`src/rtl/dec_counter_16.sv`:
```
// dec_counter_16: loadable 16-bit down-counter with zero detect and a
// registered terminal-count pulse. Used as the loop/delay counter beside
// the PC. Decrement is a 16-stage half-subtractor borrow ripple.

// Single-bit half-subtractor: a - b, producing difference and borrow-out.
module dec_counter_16_hsub (
  input  logic a,
  input  logic b,
  output logic diff,
  output logic borrow
);

  // Difference is XOR; a borrow is needed when subtracting 1 from 0.
  always_comb begin
    diff   = a ^ b;
    borrow = ~a & b;
  end

endmodule

module dec_counter_16 (
  input  logic        clk,
  input  logic        re_n,
  input  logic [15:0] load,
  input  logic        ld,
  input  logic        dec,
  input  logic        wrap,
  output logic [15:0] O,
  output logic        zero,
  output logic        tc
);

  logic [15:0] count_q;
  logic [15:0] count_d;
  logic        tc_q;
  logic        tc_d;

  // Borrow chain: borrow[0] is the constant subtrahend of 1. The borrow
  // out of bit 15 only signals underflow, which wrap/saturate logic
  // handles explicitly from the zero flag, so it is not generated.
  logic [15:0] borrow;
  logic [15:0] dec_value;
  logic        count_is_zero;
  logic        count_is_one;

  assign borrow[0] = 1'b1;

  genvar gi;
  generate
    for (gi = 0; gi < 16; gi++) begin : g_borrow_chain
      if (gi < 15) begin : g_mid
        dec_counter_16_hsub u_hsub (
          .a      (count_q[gi]),
          .b      (borrow[gi]),
          .diff   (dec_value[gi]),
          .borrow (borrow[gi+1])
        );
      end else begin : g_msb
        // Final stage: difference only, borrow-out discarded.
        assign dec_value[gi] = count_q[gi] ^ borrow[gi];
      end
    end
  endgenerate

  // Zero/one detection on the current count (zero is the 16-input NOR).
  always_comb begin
    count_is_zero = ~|count_q;
    count_is_one  = (count_q[15:1] == 15'd0) & count_q[0];
  end

  // Next-state selection: load beats decrement; at zero either wrap or saturate.
  always_comb begin
    count_d = count_q;
    if (ld) begin
      count_d = load;
    end else if (dec) begin
      if (!count_is_zero) begin
        count_d = dec_value;
      end else if (wrap) begin
        count_d = 16'hFFFF;
      end else begin
        count_d = 16'h0000;
      end
    end
  end

  // Terminal count fires only for a genuine 1 -> 0 decrement.
  always_comb begin
    tc_d = ~ld & dec & count_is_one;
  end

  // State registers with asynchronous active-low clear.
  always_ff @(posedge clk or negedge re_n) begin
    if (!re_n) begin
      count_q <= 16'h0000;
      tc_q    <= 1'b0;
    end else begin
      count_q <= count_d;
      tc_q    <= tc_d;
    end
  end

  // Outputs: count and tc straight from flops, zero combinational from the count.
  always_comb begin
    O    = count_q;
    tc   = tc_q;
    zero = count_is_zero;
  end

endmodule

```
`config.mk`:
```
export PLATFORM = sky130hd
export DESIGN_NAME = dec_counter_16
export DESIGN_NICKNAME = d
export VERILOG_FILES = /design/src/rtl/dec_counter_16.sv
export SDC_FILE = /design/constraint.sdc
export NUM_CORES = 1
export LEC_CHECK = 0
export CORE_MARGIN = 10
export CORE_UTILIZATION = 39
export CTS_BUF_LIST = sky130_fd_sc_hd__clkbuf_4 sky130_fd_sc_hd__clkbuf_8
export CTS_CLUSTER_SIZE = 25
export DETAILED_ROUTE_END_ITERATION = 8
export PLACE_DENSITY = 0.75
export REMOVE_ABC_BUFFERS = 1
export SYNTH_ARGS = -nofsm -noshare
export SYNTH_HDL_FRONTEND = slang
export SYNTH_SLANG_ARGS = --single-unit
```
`constraint.sdc`:
```
create_clock -name clk -period 5.8 [get_ports clk]
set_input_delay 1.74 -clock clk [delete_from_list [all_inputs] [get_ports clk]]
set_output_delay 1.74 -clock clk [all_outputs]
set_load 0.02 [all_outputs]
```
==> impl_metrics.env <==
export IMPL_portBuffers=38
export IMPL_cts_tree="built"
export IMPL_nNetsFinal=190
export IMPL_cts_max_path_buffers=2
export IMPL_place_hpwl_um=2550
export IMPL_grt_pass1_vias=1132
export IMPL_crit_family="buffers and inverters"
export IMPL_seqPwrFrac_pct=44.5
export IMPL_worstPathArrival_ns=2.13
export IMPL_area_growth_pct=26.5
export IMPL_synth_common_cells="dfrtp_1, inv_1, buf_4"
export IMPL_max_slew_margin_pct=28.0
export IMPL_ys_async_sr_fraction_pct=100
export IMPL_hold_depth=1
export IMPL_clock_skew_ns=0.00762
export IMPL_sw_frac_of_total_pct=35.4
export IMPL_cts_root_buf="clkbuf_4"
export IMPL_status="finished clean"
export IMPL_worstPathCellList="inv_1, ha_1, nor3b_1, and4_2, clkdlybuf4s50_1"
export IMPL_antenna_found_initial=0
export IMPL_crit_start="O[0]"
export IMPL_synth_area_sq_um=1270
export IMPL_grt_total_usage_pct=11.3
export IMPL_cap_viol_max_count=0
export IMPL_vias_per_cell=5.40
export IMPL_power_mw=0.334
export IMPL_cp_num_cells=5
export IMPL_grt_pass1_wl_um=5620
export IMPL_clock_latency_ns=0.29
export IMPL_ir_drop_mv=0.109
export IMPL_slowest_stage="clkdlybuf4s50_1"
export IMPL_rrSetupSlack_ns=2.08
export IMPL_final_cells=198
export IMPL_clockPowerShare_pct=19.5
export IMPL_yosys_most_used_dff="dfrtp_1"
export IMPL_grt_max_degree=33
export IMPL_antenna_diode_count=0
export IMPL_timing_rr_start="O[0]"
export IMPL_start_util_pct=41.1
export IMPL_synth_cells=131
export IMPL_die_area_sq_um=5930
export IMPL_critPathMaxStageDelay_ns=0.62
export IMPL_drt_total_wl_um=3320
export IMPL_worst_pin_slew_ns=1.08
export IMPL_finalCritPeriodShare_pct=66.7
export IMPL_path_max_fanout=3
export IMPL_hold_path_class="reg2reg"
export IMPL_finalSetupTns_ns=0
export IMPL_syn_mean_instance_area_sq_um=9.67
export IMPL_rr_worst_depth=18
export IMPL_p_per_area_nw_per_um2=208
export IMPL_numCtsBuffers=3
export IMPL_vias=1069
export IMPL_numClockSinks=17
export IMPL_place_congestion=0.750
export IMPL_yosys_area_top_type="dfrtp_1"
export IMPL_yosysSeqAreaShare_pct=33.6
export IMPL_switching_power_mw=0.118
export IMPL_rr_endpoint="O[15]"
export IMPL_wl_per_cell_um=16.8
export IMPL_design_core_area_sq_um=3080
export IMPL_yosys_area_top_type_share_pct=33.6
export IMPL_yosys_register_bits=17
export IMPL_worstSetupPathType="reg2out"
export IMPL_fin_area_sq_um=1600
export IMPL_finalHoldViolCount=0
export IMPL_synth_cell_type_count=27
export IMPL_min_period_ns=3.87
export IMPL_synthTopCellsByArea="dfrtp_1, ha_1, buf_4"
export IMPL_ant_nets=0
export IMPL_hold_buffers=0
export IMPL_ioPinCount=39
export IMPL_critPathRequiredTime_ns=4.06
export IMPL_yosysWarnings=0
export IMPL_die_x_um=77.0
export IMPL_drc=0
export IMPL_p_comb_share_pct=36.1
export IMPL_power_leakage_nw=0.682
export IMPL_dr_pass1_iters=4
export IMPL_yosysMostFrequentCell="dfrtp_1"
export IMPL_drive_gt1_share_pct=7.14
export IMPL_fmax_ghz=0.259
export IMPL_startpoint_type="flip-flop"
export IMPL_endpoint="zero"
export IMPL_slew_violations=0
export IMPL_power_internal_mw=0.215
export IMPL_cp_end_kind="output port"
export IMPL_dp_cells=194
export IMPL_critPathBufInv=2
export IMPL_h_tree_depth=1
export IMPL_grt_ovfl_total=0
export IMPL_final_setup_viol_count=0
export IMPL_drtIter0Drc=87
export IMPL_rows=20
export IMPL_cts_resized=0
export IMPL_path_clk_slew_ns=0.10
export IMPL_post_cts_buffers=0
export IMPL_synth_edf_count=0
export IMPL_rsz0062_at_grt="false"
export IMPL_die_y_um=77.0
export IMPL_dpl_cell_area_sq_um=1570
-- cell type report --
type,instances,area [sq um]
clock buffer,3,22.5
clock inverter,1,5.00
fill,289,1480
inverter,16,60.1
multi-input combinational,79,653
sequential,17,425
tap,44,55.1
timing repair buffer,38,380
-- layer usage --
metal  vias up  wire [um]  track usage (%)
met2        35       1600             18.8
met4         0         27             3.28
met1       525       1480             13.8
li1        507          -                -
met3         2        207             3.38
met5         -          0                0
-- per-stage QoR --
stage	hold slack, ns	utilization, %	setup WS (ns)
floorplan	0.572	-	2.27
global route	0.525	52.0	1.84
global placement	0.474	51.1	1.95
finish	0.499	52.0	1.93
detailed placement	0.475	51.1	1.81
CTS	0.492	52.0	1.94
-- logic make-up after synthesis --
kind of cell / Yosys count / share of synthesized area [%]
flops: 17 / 33.6
compound gates: 34 / 19.2
mux: 1 / 0.791
buf+inv: 35 / 14.8
xor+xnor: 1 / 0.692
simple gates: 29 / 17.1
fa+ha+maj: 14 / 13.8
-- sequential cells by signal (all words and copies together), names as in the netlist --
signal / flops
tc: 1
O: 16
-- power groups by stage --
stage	clock network [mW]	logic [mW]	registers (mW)
CTS	0.0671	0.121	0.148
floorplan	0	0.0454	0.164
global route	0.0738	0.132	0.151
global placement	0	0.117	0.150
detailed placement	0	0.120	0.151
finish	0.0649	0.120	0.148
-- worst min path at each step --
| stage | start | endpoint | slack (ns) |
|---|---|---|---|
| floorplan | O[1] | tc | 0.57 |
| global placement | O[1] | tc | 0.47 |
| detailed placement | O[1] | tc | 0.47 |
| CTS | O[1] | tc | 0.49 |
| global route | O[1] | tc | 0.52 |
| finish | O[1] | tc | 0.50 |
-- cell usage in the layout (no fill, tap or decap), drive strengths merged --
| cell | synthesis | layout |
|---|---|---|
| a22o | 1 | 1 |
| nor2b | 1 | 1 |
| a22oi | 1 | 1 |
| a21oi | 8 | 8 |
| xnor2 | 1 | 1 |
| inv | 16 | 16 |
| dfrtp | 17 | 17 |
| clkdlybuf4s50 | 0 | 38 |
| nand3 | 1 | 1 |
| and4 | 1 | 1 |
| o21ai | 8 | 8 |
| o31a | 1 | 1 |
| nor3b | 1 | 1 |
| ha | 14 | 14 |
| nor4 | 3 | 3 |
| nand2b | 1 | 1 |
| nor4b | 1 | 1 |
| nor3 | 13 | 13 |
| mux2i | 1 | 1 |
| clkbuf | 4 | 3 |
| clkinv | 0 | 1 |
| a21o | 1 | 1 |
| nand2 | 1 | 1 |
| nor2 | 5 | 5 |
| nand4 | 1 | 1 |
| a221o | 6 | 6 |
| o211ai | 8 | 8 |
Power figures use the tool's default switching activity.
